[config.mk]
export PLATFORM = sky130hd
export DESIGN_NAME = guess_entry
export DESIGN_NICKNAME = d
export VERILOG_FILES = /design/src/rtl/guess_entry.sv
export SDC_FILE = /design/constraint.sdc
export NUM_CORES = 1
export LEC_CHECK = 0
export BUFFER_PORTS_ARGS = -buffer_cell sky130_fd_sc_hd__buf_2
export CAP_MARGIN = 10
export CORE_ASPECT_RATIO = 1.5
export CORE_MARGIN = 5
export CORE_UTILIZATION = 30
export CTS_CLUSTER_DIAMETER = 200
export CTS_CLUSTER_SIZE = 16
export DETAILED_ROUTE_END_ITERATION = 6
export PLACE_DENSITY = 0.56
export SYNTH_ARGS = -nofsm -noshare
export SYNTH_HDL_FRONTEND = slang
export SYNTH_SLANG_ARGS = --single-unit
export TNS_END_PERCENT = 5
[constraint.sdc]
create_clock -name clk -period 3.37 [get_ports clk]
set_input_delay 0.8425 -clock clk [delete_from_list [all_inputs] [get_ports clk]]
set_output_delay 0.8425 -clock clk [all_outputs]
set_load 0.03 [all_outputs]
[src/rtl/guess_entry.sv]
`timescale 1ns/1ps
// Guess entry: switch decode, debounced enter key and digit collection FSM.
// Collects DIGITS distinct switch values into a guess register.
module guess_entry #(
  parameter int NUM_SW     = 10,
  parameter int DIGITS     = 4,
  parameter int DEB_CYCLES = 16,
  parameter int UNIQUE     = 1
) (
  input  logic                clk,
  input  logic                rst_n,
  input  logic [NUM_SW-1:0]   SW,
  input  logic                enter,
  input  logic                clear,
  output logic [3:0]          cur_num,
  output logic                nonerror,
  output logic [4*DIGITS-1:0] digits,
  output logic [3:0]          count,
  output logic                valid,
  output logic                err,
  output logic [1:0]          err_code
);

  localparam int CW = $clog2(DEB_CYCLES + 1);

  typedef enum logic {COLLECT, FULL} state_t;

  logic [NUM_SW-1:0]   sw_s1_q, sw_s2_q;
  logic                en_s1_q, en_s2_q;
  logic [3:0]          cur_num_q, cur_num_d;
  logic                nonerror_q, nonerror_d;
  logic [CW-1:0]       deb_cnt_q, deb_cnt_d;
  logic                deb_lvl_q, deb_lvl_d;
  logic                ev_q, ev_d;
  logic [1:0]          warm_q;
  logic                armed_q, armed_d;
  state_t              state_q, state_d;
  logic [4*DIGITS-1:0] digits_q, digits_d;
  logic [3:0]          count_q, count_d;
  logic                err_q, err_d;
  logic [1:0]          err_code_q, err_code_d;
  logic                dup, uniq_hit, accept;

  always_ff @(posedge clk or negedge rst_n) begin
    if (!rst_n) begin
      sw_s1_q    <= '0;
      sw_s2_q    <= '0;
      en_s1_q    <= 1'b0;
      en_s2_q    <= 1'b0;
      cur_num_q  <= 4'hF;
      nonerror_q <= 1'b0;
      deb_cnt_q  <= '0;
      deb_lvl_q  <= 1'b0;
      ev_q       <= 1'b0;
      warm_q     <= 2'b00;
      armed_q    <= 1'b0;
    end else begin
      sw_s1_q    <= SW;
      sw_s2_q    <= sw_s1_q;
      en_s1_q    <= enter;
      en_s2_q    <= en_s1_q;
      cur_num_q  <= cur_num_d;
      nonerror_q <= nonerror_d;
      deb_cnt_q  <= deb_cnt_d;
      deb_lvl_q  <= deb_lvl_d;
      ev_q       <= ev_d;
      warm_q     <= {warm_q[0], 1'b1};
      armed_q    <= armed_d;
    end
  end

  always_comb begin
    cur_num_d  = 4'hF;
    nonerror_d = 1'b0;
    if ($countones(sw_s2_q) == 1) begin
      nonerror_d = 1'b1;
      for (int i = 0; i < NUM_SW; i++)
        if (sw_s2_q[i]) cur_num_d = 4'(i);
    end
  end

  // A key held through reset must be released before it can fire:
  // arming waits for a genuinely low key once the synchroniser has filled.
  always_comb begin
    deb_cnt_d = '0;
    deb_lvl_d = deb_lvl_q;
    ev_d      = 1'b0;
    armed_d   = armed_q | (warm_q[1] & ~en_s2_q & ~deb_lvl_q);
    if (en_s2_q != deb_lvl_q) begin
      if (deb_cnt_q == CW'(DEB_CYCLES - 1)) begin
        deb_lvl_d = en_s2_q;
        ev_d      = en_s2_q & armed_q;
      end else begin
        deb_cnt_d = deb_cnt_q + 1'b1;
      end
    end
  end

  always_comb begin
    dup = 1'b0;
    for (int k = 0; k < DIGITS; k++)
      if (4'(k) < count_q && digits_q[4*k +: 4] == cur_num_q)
        dup = 1'b1;
  end

  assign uniq_hit = (UNIQUE != 0) && dup;
  assign accept   = ev_q & nonerror_q & ~uniq_hit;

  always_ff @(posedge clk or negedge rst_n) begin
    if (!rst_n) begin
      state_q    <= COLLECT;
      digits_q   <= '1;
      count_q    <= 4'd0;
      err_q      <= 1'b0;
      err_code_q <= 2'b00;
    end else begin
      state_q    <= state_d;
      digits_q   <= digits_d;
      count_q    <= count_d;
      err_q      <= err_d;
      err_code_q <= err_code_d;
    end
  end

  always_comb begin
    state_d = state_q;
    unique case (state_q)
      COLLECT:
        if (!clear && accept && count_q == 4'(DIGITS - 1))
          state_d = FULL;
      FULL:
        if (clear) state_d = COLLECT;
      default: state_d = COLLECT;
    endcase
  end

  always_comb begin
    digits_d   = digits_q;
    count_d    = count_q;
    err_d      = 1'b0;
    err_code_d = err_code_q;
    if (clear) begin
      digits_d   = '1;
      count_d    = 4'd0;
      err_code_d = 2'b00;
    end else if (ev_q) begin
      unique case (state_q)
        COLLECT: begin
          if (!nonerror_q) begin
            err_d      = 1'b1;
            err_code_d = 2'b01;
          end else if (uniq_hit) begin
            err_d      = 1'b1;
            err_code_d = 2'b10;
          end else begin
            for (int k = 0; k < DIGITS; k++)
              if (4'(k) == count_q) digits_d[4*k +: 4] = cur_num_q;
            count_d = count_q + 4'd1;
          end
        end
        FULL: begin
          err_d      = 1'b1;
          err_code_d = 2'b11;
        end
        default: ;
      endcase
    end
  end

  assign cur_num  = cur_num_q;
  assign nonerror = nonerror_q;
  assign digits   = digits_q;
  assign count    = count_q;
  assign valid    = (state_q == FULL);
  assign err      = err_q;
  assign err_code = err_code_q;

endmodule

# [After elaboration in Yosys (flattened, before gate mapping)]
# Index checks and enable logic that the tools add are counted.
[classes] n_addsub=11 magnitude_cmp=4 n_eq_ne=14 mux=47 n_bitwise=10 n_reduce_logical=21
[op_table] op="2-to-1 mux 16 bit" count=5
[op_table] op="2-to-1 mux 4 bit" count=20
[op_table] op="AND reduction 5 bit" count=4
[op_table] op="== test 4 bit" count=4
[op_table] op="2-to-1 mux 1 bit" count=13
[op_table] op="nonzero test 2 bit" count=6
[op_table] op="adder 1 x 1 -> 2 bit" count=5
[op_table] op="2-to-1 mux 5 bit" count=2
[op_table] op="== test 2 x 4 -> 1 bit (first input constant)" count=2
[op_table] op="less-than comparator 1 x 4 -> 1 bit (first input constant)" count=2
[op_table] op="less-than comparator 2 x 4 -> 1 bit (first input constant)" count=2
[op_table] op="2-to-1 mux 2 bit" count=4
[op_table] op="adder 2 x 2 -> 3 bit" count=2
[op_table] op="logical AND 1 bit" count=6
[op_table] op="adder 4 x 2 -> 5 bit" count=1
[op_table] op="adder 5 x 1 -> 5 bit (second input constant)" count=1
[op_table] op="bitwise AND 1 bit" count=5
[op_table] op="== test 5 x 1 -> 1 bit (second input constant)" count=1
[op_table] op="== test 5 x 4 -> 1 bit (second input constant)" count=1
[op_table] op="adder 3 x 3 -> 4 bit" count=1
[op_table] op="adder 4 x 1 -> 4 bit (second input constant)" count=1
[op_table] op="== test 1 x 4 -> 1 bit (first input constant)" count=1
[op_table] op="== test 4 x 2 -> 1 bit (second input constant)" count=1
[op_table] op="logical NOT 4 bit" count=1
[op_table] op="10 further kinds" count=16
[totals] register_bits=61 out_inout_bits=29 elab_cells=126

# [Depth between registers and ports, before layout]
# Gate-level depths: netlist (run 1).
[depth] depth_word=12 depth_mapped=12 depth_no_buf=12

# [Least setup slack after synthesis (run 1)]
# Ideal clock, no wire load.
[synth_timing] kind="reg-to-reg" start="reg sw_s2_q[0]" end="reg cur_num_q[1] (netlist: cur_num[1])" setup_time_ns=0.089 t_arrival_ns=3.188 required_ns=3.281 path_slack_ns=0.093 stages_incl_launch_ff=13 n_path_buf=0 period_less_slack_ns=3.277 cell_sequence="dfrtp_1 fa_1 fa_1 inv_1 fa_1 inv_1 ha_1 inv_1 fa_1 a2111oi_0 a21oi_1 nor2_1 o31ai_1"
[synth_between] elab_chain_len=11 word_cells_on_any_way=16 cone_classes="4 x add/sub; 1 x eq/ne; 11 x mux"
[synth_lines] item="start, declared" line="28" source="logic [NUM_SW-1:0] sw_s1_q, sw_s2_q;"
[synth_lines] item="start signal, assigned" line="59" source="sw_s2_q <= sw_s1_q;"
[synth_lines] item="branches (longest 10 deep; another with adder 4 x 2 -> 5 bit)"
[synth_lines] item="2-to-1 mux 4 bit (*)" line="75" source="if ($countones(sw_s2_q) == 1) begin"
[synth_lines] item="via cur_num_d[1]" line="30" source="logic [3:0] cur_num_q, cur_num_d;"
[synth_lines] item="end signal, assigned" line="62" source="cur_num_q <= cur_num_d;"
[synth_lines] item="end, declared" line="30"
# Mark *: on every way through the listed nets, which the timed path passes.
# A chain may end at the register's enable or synchronous reset.

# [Final worst setup path (run 1)]
[layout_timing] start="reg sw_s2_q[9]" end="reg cur_num_q[0] (netlist: cur_num[0])"
[layout_between] elab_chain_len=4 word_cells_on_any_way=5 cone_classes="2 x add/sub; 1 x eq/ne; 2 x mux"
[layout_lines] item="adder 1 x 1 -> 2 bit (implied by the code)" line="75"
[layout_lines] item="adder 4 x 2 -> 5 bit (implied by the code)" line="75"
[layout_lines] item="== test 5 x 1 -> 1 bit" line="75"
[layout_lines] item="2-to-1 mux 4 bit (*)" line="75"
[layout_lines] item="via cur_num_d[0]" line="30"
# Mark *: on every way through the listed nets, which the timed path passes. The rest lies on a longest branch.

==> impl_metrics.py, run 1 <==
metrics = {
    "timing": {
        "fmaxAchievable_mhz": 305.3,
        "relSlewSlack": 0.3417,
        "drv_slew": 0,
        "skew_ps": 7.991,
        "hold_violations": 0,
        "fin_hold_ws_ps": 344.6,
        "worstMarginPinSlew_ps": 987.5,
        "fin_crit_ps": 3275,
        "setup_tns_ps": 0,
        "period_share": 0.9718,
        "finalSetupViolations": 0,
    },
    "die": {
        "start_util": 0.3056,
        "die_y_um": 131.3,
        "num_rows": 44,
        "die_w_um": 90.89,
        "dieArea_mm2": 0.01194,
        "core_area_mm2": 0.009634,
        "io_pins": 43,
    },
    "power_and_ir_drop": {
        "power.density_mw_per_mm2": 592.5,
        "leakage_nw": 1.577,
        "ir_drop_mv": 0.4038,
    },
    "global_routing": {
        "grt_pass1_wl_um": 10800,
        "grtUsageTotal": 0.1156,
        "overflow": 0,
        "grt_pass1_vias": 2206,
        "grt_max_degree": 46,
        "antenna_found_initial": 0,
    },
    "worst_setup_path": {
        "worst_ep_required_time_ps": 3630,
        "worst-r2r-cell-count": 12,
        "r2r_end": "cur_num[0]",
        "rr_startpoint": "sw_s2_q[9]",
        "worst_setup_path_end_kind": "flip-flop",
        "r2r_setup_slack_ps": 90,
        "start_kind": "flip-flop",
        "worst-setup-path-type": "flip-flop to flip-flop",
        "crit_arrival_ps": 3530,
        "crit_fanout": 2,
    },
    "logic_synthesis": {
        "postSynthNetCount": 277,
        "async_reset_ff_frac": 1.000,
        "synth-main-ff-cell": "dfrtp_1",
        "yosysUniqueCellTypes": 48,
        "syn_area_mm2": 0.002944,
        "ys_seq_elements": 61,
        "syn-instance-count": 249,
        "avgSynthCellArea_um2": 11.82,
        "yosysSeqAreaShare": 0.5270,
        "yosysWarnings": 0,
        "synth-edff-count": 0,
    },
    "layout": {
        "final_common_cell": "buf_2",
        "fin_nets": 332,
        "multi_input_area_mm2": 0.001314,
        "final_cell_mix": "buf_2, dfrtp_1, nor2_1",
        "fillers": 921,
        "regArea_mm2": 0.001551,
        "antennaDiodeCount": 0,
        "layout-drive-gt1-share": 0.3754,
        "area_growth_pct": 25.07,
    },
    "routing": {
        "wirelength_um": 6442,
        "viasPerCell": 4.726,
        "firstDrtPassIters": 4,
        "drtAntennaViolNets": 0,
        "post-route-drc-count": 0,
        "num_vias": 2004,
        "drt_iter0_markers": 73,
        "wl_per_cell_um": 15.19,
    },
    "flow_run": {
        "maxCapViolCount": 0,
    },
    "placement": {
        "gp_congestion": 0.8169,
        "port_buffers": 42,
        "dpl.hpwl_um": 4685,
    },
    "clocking": {
        "cts_tree": "yes",
        "clk_latency_ps": 330,
        "cts.sinks": 61,
        "cts-root-buf": "clkbuf_16",
        "clk_pin_slew_ps": 60,
        "htreeDepth": 3,
        "clock_tree.buffer_depth": 2,
        "cts_buffers": 9,
    },
    "worst_hold_path": {
        "min_to": "warm_q[1]",
        "min_path_cells": 0,
        "hp-start": "warm_q[0]",
        "hold_path.class": "flip-flop to flip-flop",
    },
    "outcome": {
        "outcome": "completed",
    },
}
## kinds of logic after synthesis
| kind of cell | share of synthesized area |
|---|---|
| AOI/OAI and AO/OA | 0.1079 |
| xor gates and xnor gates | 0.06290 |
| adders and majority gates | 0.07480 |
| buffers and inverters | 0.04377 |
| DFF | 0.5270 |
| muxes | 0.03357 |
| other | 0.001274 |
| and+or+nand+nor | 0.1488 |
## what timing repair did
action                     CTS  global route
setup endpoints to repair    5             5
pin swaps                    2             7
resized for setup            5             7
hold buffers                 0             0
gates cloned                 0             0
buffers inserted             0             3
## Yosys cell counts, types with 2 or more instances
cell | number | area share
a21oi_1 | 3 | 0.0051
mux2_2 | 3 | 0.011
o31ai_1 | 2 | 0.0051
xor2_1 | 7 | 0.021
nor2_1 | 27 | 0.034
nand3_1 | 21 | 0.036
a211oi_2 | 2 | 0.0085
nor4_1 | 2 | 0.0042
nor2b_1 | 3 | 0.0064
dfstp_2 | 20 | 0.18
inv_1 | 17 | 0.022
a31oi_1 | 4 | 0.0085
nor4_4 | 3 | 0.022
xnor2_1 | 11 | 0.033
dfrtp_1 | 41 | 0.35
clkbuf_1 | 3 | 0.0038
buf_4 | 2 | 0.0051
nor3_1 | 5 | 0.0085
fa_1 | 6 | 0.041
and4_1 | 3 | 0.0089
nand2_1 | 7 | 0.0089
buf_6 | 3 | 0.011
mux2i_1 | 5 | 0.017
ha_1 | 8 | 0.034
a21bo_2 | 4 | 0.014
o21ai_0 | 13 | 0.022
a21boi_0 | 3 | 0.0076
## worst max-delay path, cell delays in order (launching register included)
cell and delay, ps:
dfrtp_1 400, fa_1 520, fa_1 520, inv_1 50, fa_1 440, inv_2 80, ha_4 120, inv_1 50
fa_2 390, a2111oi_4 250, a21oi_2 100, nor3_1 200, o21ai_1 90
## where the power goes
part | internal [W] | switching, W
combinational | 0.000159 | 0.000221
sequential | 0.000775 | 0.0000527
clock | 0.000646 | 0.000327
## sequential cells by signal, indices dropped and copies added, names as in the netlist, 2 cells and up
| name | flops |
|---|---|
| count | 4 |
| cur_num | 4 |
| deb_cnt_q | 5 |
| digits | 16 |
| err_code | 2 |
| sw_s1_q | 10 |
| sw_s2_q | 10 |
| warm_q | 2 |
## through the flow
| step | instance area [um2] | power [W] | utilization | instances | worst slack, ps |
|---|---|---|---|---|---|
| floorplan | 2944 | 0.001063 | - | 249 | 93.29 |
| global placement | 3293 | 0.001148 | 0.3418 | 405 | -18.67 |
| detailed placement | 3293 | 0.001161 | 0.3418 | 405 | -157.2 |
| CTS | 3623 | 0.002161 | 0.3761 | 421 | 5.469 |
| global route | 3682 | 0.002287 | 0.3822 | 424 | -6.872 |
| finish | 3682 | 0.002182 | 0.3822 | 424 | 94.97 |
## worst max path at each step
| stage | startpoint | end | slack, ps |
|---|---|---|---|
| after floorplan | sw_s2_q[0] | cur_num[1] | 90 |
| after global routing | sw_s2_q[9] | cur_num[0] | -7 |
| final | sw_s2_q[9] | cur_num[0] | 90 |
| after global placement | sw_s2_q[0] | nonerror | -20 |
| after detailed placement | sw_s2_q[0] | cur_num[2] | -160 |
| after CTS | sw_s2_q[3] | cur_num[0] | 5 |
## layer usage
metal,GRT usage,routed length (um)
met4,0.05139,121
met2,0.2049,3563
met1,0.1182,2375
met3,0.04577,381
met5,0,0
## final cells by class
class,instances,area share
flip-flops and latches,61,0.4213
multi-input cells,162,0.3568
repair buffers,53,0.07951
clock buffers,10,0.06218
well taps,115,0.03908
clock inverters,6,0.02379
inverters,17,0.01733
Note: power is estimated with default switching activity, not from simulation.
==> run 2, diff against run 1 <==
--- a/config.mk
+++ b/config.mk
@@ -13,6 +13,7 @@
 export CTS_CLUSTER_DIAMETER = 200
 export CTS_CLUSTER_SIZE = 16
 export DETAILED_ROUTE_END_ITERATION = 6
+export GPL_TIMING_DRIVEN = 0
 export PLACE_DENSITY = 0.56
 export SYNTH_ARGS = -nofsm -noshare
 export SYNTH_HDL_FRONTEND = slang
==> run 2 against run 1 <==
  * Clock-buffer cell count grew 4
  * Sequential power fell by 3.9%
  * Fmax up 1.4%
  * First-iteration DRC count increased by 21%
  * Total power shrank 6.7%
  * Register-to-register slack better by 40 ps
  * Worst setup slack better by 45 ps
  * Combinational power is 5% higher
  * Sequential share of layout area increased by 0.32 points
  * Die area unchanged
  * Sequential cell count did not move
==> impl_metrics.py, run 2 (synthesized netlist as in run 1, its figures left out) <==
metrics = {
    "timing": {
        "period_share": 0.9585,
        "worst_slack_ps": 139.8,
        "skew_ps": 6.617,
        "fmaxAchievable_mhz": 309.6,
        "setup_tns_ps": 0,
        "rsz0062_at_grt": "true",
        "finalSetupViolations": 0,
        "fin_crit_ps": 3230,
        "worstMarginPinSlew_ps": 634.0,
        "relSlewSlack": 0.5735,
        "drv_slew": 0,
        "hold_violations": 0,
    },
    "routing": {
        "wl_met1_um": 2195,
        "dr_wl_met3_um": 333,
        "viasPerCell": 4.756,
        "maxUsedRoutingLayer": "met4",
        "post-route-drc-count": 0,
        "wirelength_um": 6203,
        "drtAntennaViolNets": 0,
        "drt_iter0_markers": 88,
        "firstDrtPassIters": 4,
        "wl_per_cell_um": 14.56,
        "num_vias": 2026,
        "wl_met2_um": 3483,
    },
    "power_and_ir_drop": {
        "swShare": 0.2777,
        "power_frac_seq": 0.391,
        "p_sw_w": 0.0005650,
        "p_int_w": 0.001470,
        "power.density_mw_per_mm2": 556.7,
        "power_frac_comb": 0.196,
        "ir_drop_mv": 0.3792,
        "leakage_nw": 1.560,
        "pwr-share-clk": 0.413,
    },
    "clocking": {
        "clk_latency_ps": 330,
        "clock_tree.buffer_depth": 2,
        "clk_pin_slew_ps": 50,
        "holdBufCountCts": 0,
        "cts_buffers": 9,
        "cts.sinks": 61,
        "htreeDepth": 3,
        "cts-root-buf": "clkbuf_16",
        "cts_tree": "yes",
    },
    "placement": {
        "port_buffers": 42,
        "post-place-ws_ps": -287.0,
        "gp_congestion": 0.8053,
        "dpl.hpwl_um": 4633,
    },
    "layout": {
        "fin_nets": 334,
        "layout-drive-gt1-share": 0.3633,
        "largest_reg_flops": 16,
        "antennaDiodeCount": 0,
        "fillers": 940,
        "area_growth_pct": 24.14,
        "final_cell_mix": "buf_2, dfrtp_1, nor2_1",
        "fin_util": 0.3794,
        "final_common_cell": "buf_2",
    },
    "worst_setup_path": {
        "slowest_stage": "fa_1",
        "start_kind": "flip-flop",
        "r2r_setup_slack_ps": 140,
        "crit_top_cell": "fa_1",
        "worst-setup-path-type": "flip-flop to flip-flop",
        "path_cells": "fa_1 > fa_1 > inv_1 > fa_1 > inv_2 > ha_4 > inv_2 > fa_2 > a2111oi_4 > a21oi_2 > nor2_2 > buf_4",
        "cpPeakStageDelay_ps": 510,
        "worst-r2r-cell-count": 12,
        "worst_setup_path_end_kind": "flip-flop",
        "worst_ep_required_time_ps": 3640,
        "crit_arrival_ps": 3500,
        "crit_fanout": 5,
    },
    "die": {
        "die_y_um": 131.3,
        "num_rows": 44,
        "start_util": 0.3056,
        "dieArea_mm2": 0.01194,
        "core_area_mm2": 0.009634,
        "die_w_um": 90.89,
        "io_pins": 43,
    },
    "global_routing": {
        "antenna_found_initial": 0,
        "grt_pass1_vias": 2212,
        "grt_pass1_wl_um": 10600,
        "overflow": 0,
        "grt_max_degree": 38,
        "grtUsageTotal": 0.1138,
    },
    "worst_hold_path": {
        "hold_path.class": "flip-flop to flip-flop",
        "min_path_cells": 0,
    },
    "flow_run": {
        "maxCapViolCount": 0,
    },
    "outcome": {
        "outcome": "completed",
    },
}
run 2: cell count changes in the layout (fill, tap and decap cells not counted), sizes merged:
cell / before / now
clkbuf: 10 / 17
buf: 53 / 52
bufinv: 2 / 0
clkinv: 4 / 2
run 2: critical path, delay by kind of cell, from the launching register on:
kind,cells,cell delay (ps)
AO/OA/AOI/OAI,2,300
flip-flops,1,440
AND/OR/NAND/NOR,1,180
adder cells (fa/ha/maj),5,1930
buffers and inverters,4,320
run 2: area by class of cell:
type | instances | area [um2] | area share
timing repair buffer | 46 | 252.7 | 0.06915
clock buffer | 14 | 264.0 | 0.07224
clock inverter | 2 | 10.01 | 0.002739
sequential | 61 | 1551 | 0.4245
tap | 115 | 143.9 | 0.03937
buffer | 9 | 65.06 | 0.01780
multi-input combinational | 162 | 1304 | 0.3567
inverter | 17 | 63.81 | 0.01746
run 2: final timing paths:
kind	startpoint	end
worst max-delay path	sw_s2_q[9]	nonerror
worst min-delay path	sw_s1_q[4]	sw_s2_q[4]
worst max register to register	sw_s2_q[9]	nonerror
worst min register to register	sw_s1_q[4]	sw_s2_q[4]
max in group asynchronous	rst_n	digits[15]
min in group asynchronous	rst_n	deb_cnt_q[2]
run 2: power groups by stage:
stage	clock network, W	registers (W)	logic, W
global placement	0	0.000807	0.000347
detailed placement	0	0.000808	0.000356
CTS	0.000867	0.000796	0.000371
global route	0.000904	0.000801	0.000445
finish	0.000841	0.000796	0.000398
floorplan	0	0.000833	0.000229
run 2: layer usage:
layer  track usage  vias to the layer above
met5             0                        -
met4       0.07096                        0
met3       0.04005                       14
met2        0.2009                       39
met1        0.1115                     1004
li1              -                      969
run 2: stage by stage:
stage                     power, W  cell area, um2  std cells  hold WS [ps]
after floorplan           0.001063            2944        249         331.2
after global placement    0.001153            3298        406         331.6
after detailed placement  0.001164            3318        407         334.7
after CTS                 0.002034            3616        425         345.3
after global routing      0.002151            3655        426         347.5
final                     0.002035            3655        426         343.5
run 2: timing repair:
action	CTS	global route
setup buffers	2	1
resized for setup	3	7
pin swaps	2	1
setup endpoints to repair	5	5
==> run 3, diff against run 2 <==
--- a/config.mk
+++ b/config.mk
@@ -10,6 +10,7 @@
 export CORE_ASPECT_RATIO = 1.5
 export CORE_MARGIN = 5
 export CORE_UTILIZATION = 30
+export CTS_BUF_LIST = sky130_fd_sc_hd__clkbuf_16
 export CTS_CLUSTER_DIAMETER = 200
 export CTS_CLUSTER_SIZE = 16
 export DETAILED_ROUTE_END_ITERATION = 6
==> run 3 against run 2 <==
  * Final area is 0.75% lower
  * Clock power decreased by 6.8%
  * Wire length fell by 0.98%
  * Global-route usage fell by 0.071 points
  * Critical endpoint unchanged
  * Fmax increased by 0.34%
  * Combinational power hardly changed
  * Die area did not move
  * Largest power group is now registers
  * Clock-buffer cell count shrank 5
  * Sequential share of layout area grew 0.32 points
  * Non-clock buffer count fell by 1
  * Critical path depth unchanged
==> impl_metrics.py, run 3 (synthesized netlist as in run 1, its figures left out) <==
metrics = {
    "outcome": {
        "outcome": "completed",
    },
    "placement": {
        "dpl.hpwl_um": 4633,
        "gp_congestion": 0.8053,
        "numPlacedInstances": 407,
        "post-place-ws_ps": -287.0,
        "port_buffers": 42,
    },
    "timing": {
        "skew_ps": 7.545,
        "fin_hold_ws_ps": 343.6,
        "period_share": 0.9553,
        "fmaxAchievable_mhz": 310.6,
        "worstMarginPinSlew_ps": 621.8,
        "worst_slack_ps": 150.6,
        "hold_violations": 0,
        "relSlewSlack": 0.5818,
        "rsz0062_at_grt": "true",
        "fin_crit_ps": 3219,
        "finalSetupViolations": 0,
        "drv_slew": 0,
    },
    "flow_run": {
        "maxCapViolCount": 0,
    },
    "worst_setup_path": {
        "crit_start": "sw_s2_q[9]",
        "worst-setup-path-type": "flip-flop to flip-flop",
        "worst_setup_path_end_kind": "flip-flop",
        "crit_arrival_ps": 3490,
        "worst_ep_required_time_ps": 3640,
        "start_kind": "flip-flop",
        "rr_startpoint": "sw_s2_q[9]",
        "crit_fanout": 5,
    },
    "die": {
        "die_w_um": 90.89,
        "dieArea_mm2": 0.01194,
        "die_y_um": 131.3,
        "num_rows": 44,
        "start_util": 0.3056,
        "io_pins": 43,
        "core_area_mm2": 0.009634,
    },
    "layout": {
        "fin_nets": 333,
        "largest_reg_flops": 16,
        "multi_input_area_mm2": 0.001304,
        "regArea_mm2": 0.001551,
        "layout-drive-gt1-share": 0.3548,
        "layout.cells.non_filler": 425,
        "fillers": 943,
        "final_common_cell": "buf_2",
        "final_cell_mix": "buf_2, dfrtp_1, nor2_1",
        "area_growth_pct": 23.20,
        "antennaDiodeCount": 0,
    },
    "global_routing": {
        "overflow": 0,
        "grt_pass1_vias": 2203,
        "grt_pass1_wl_um": 10540,
        "grt_max_degree": 38,
        "grtUsageTotal": 0.1131,
        "antenna_found_initial": 0,
    },
    "routing": {
        "drtAntennaViolNets": 0,
        "wirelength_um": 6142,
        "firstDrtPassIters": 4,
        "wl_per_cell_um": 14.45,
        "post-route-drc-count": 0,
        "num_vias": 2022,
        "drt_iter0_markers": 89,
        "viasPerCell": 4.758,
    },
    "worst_hold_path": {
        "hold_path.class": "flip-flop to flip-flop",
        "hp-start": "sw_s1_q[4]",
    },
    "clocking": {
        "clk_latency_ps": 330,
        "clk_pin_slew_ps": 50,
        "cts_tree": "yes",
        "cts_buffers": 9,
        "htreeDepth": 3,
        "cts-root-buf": "clkbuf_16",
        "cts.sinks": 61,
        "holdBufCountCts": 0,
        "clock_tree.buffer_depth": 2,
    },
    "power_and_ir_drop": {
        "power.density_mw_per_mm2": 544.8,
        "leakage_nw": 1.557,
        "ir_drop_mv": 0.3779,
    },
}
==> run 3: cell count changes in the layout (fill, tap and decap cells not counted), sizes merged <==
cell / change
inv: +3
buf: -1
clkinv: +2
clkbuf: -5
==> run 3: worst paths after layout <==
| kind | cells after the start | end | slack (ps) |
|---|---|---|---|
| worst max-delay path | 12 | nonerror | 150 |
| worst min-delay path | 0 | sw_s2_q[4] | 340 |
| worst max register to register | 12 | nonerror | 150 |
| worst min register to register | 0 | sw_s2_q[4] | 340 |
| max in group asynchronous | 2 | digits[15] | 2190 |
| min in group asynchronous | 1 | deb_cnt_q[2] | 510 |
==> run 3: metrics by stage <==
stage / TNS [ps] / util / instance area [um2] / total power [W]
floorplan: 0 / - / 2944 / 0.001063
global placement: -459.9 / 0.3423 / 3298 / 0.001153
detailed placement: -1118 / 0.3444 / 3318 / 0.001164
CTS: 0 / 0.3725 / 3588 / 0.001979
global route: -0.3746 / 0.3765 / 3627 / 0.002094
finish: 0 / 0.3765 / 3627 / 0.001976
==> run 3: layer usage <==
| layer | GRT usage | wire [um] | share of wire |
|---|---|---|---|
| met2 | 0.1989 | 3475 | 0.57 |
| met5 | 0 | 0 | 0 |
| met1 | 0.1118 | 2177 | 0.35 |
| met3 | 0.03947 | 336 | 0.055 |
| met4 | 0.07015 | 153 | 0.025 |
==> run 3: layout make-up <==
| cell class | instances | area share |
|---|---|---|
| Sequential cell | 61 | 0.4277 |
| Multi-Input combinational cell | 162 | 0.3594 |
| Timing Repair Buffer | 45 | 0.06761 |
| Clock buffer | 9 | 0.06209 |
| Tap cell | 115 | 0.03967 |
| Buffer | 9 | 0.01794 |
| Inverter | 17 | 0.01759 |
| Clock inverter | 7 | 0.007934 |
==> run 3: critical path: stages, from the launching register on <==
cell and delay, ps:
dfrtp_1 450, fa_1 470, fa_1 500, inv_1 50, fa_1 440, inv_2 80
ha_4 140, inv_2 40, fa_2 370, a2111oi_4 220, a21oi_2 80, nor2_2 180
buf_4 140
==> run 3: power breakdown <==
part | switching (W) | internal [W]
logic | 0.000236 | 0.000160
clock network | 0.000305 | 0.000479
registers | 0.0000220 | 0.000774
total | 0.000562 | 0.00141
==> run 3: what timing repair did <==
item,in CTS,in global routing
resized for setup,3,7
buffers inserted,1,1
endpoints found under the hold margin,0,0
endpoints found under the setup margin,5,5
pin swaps,2,1
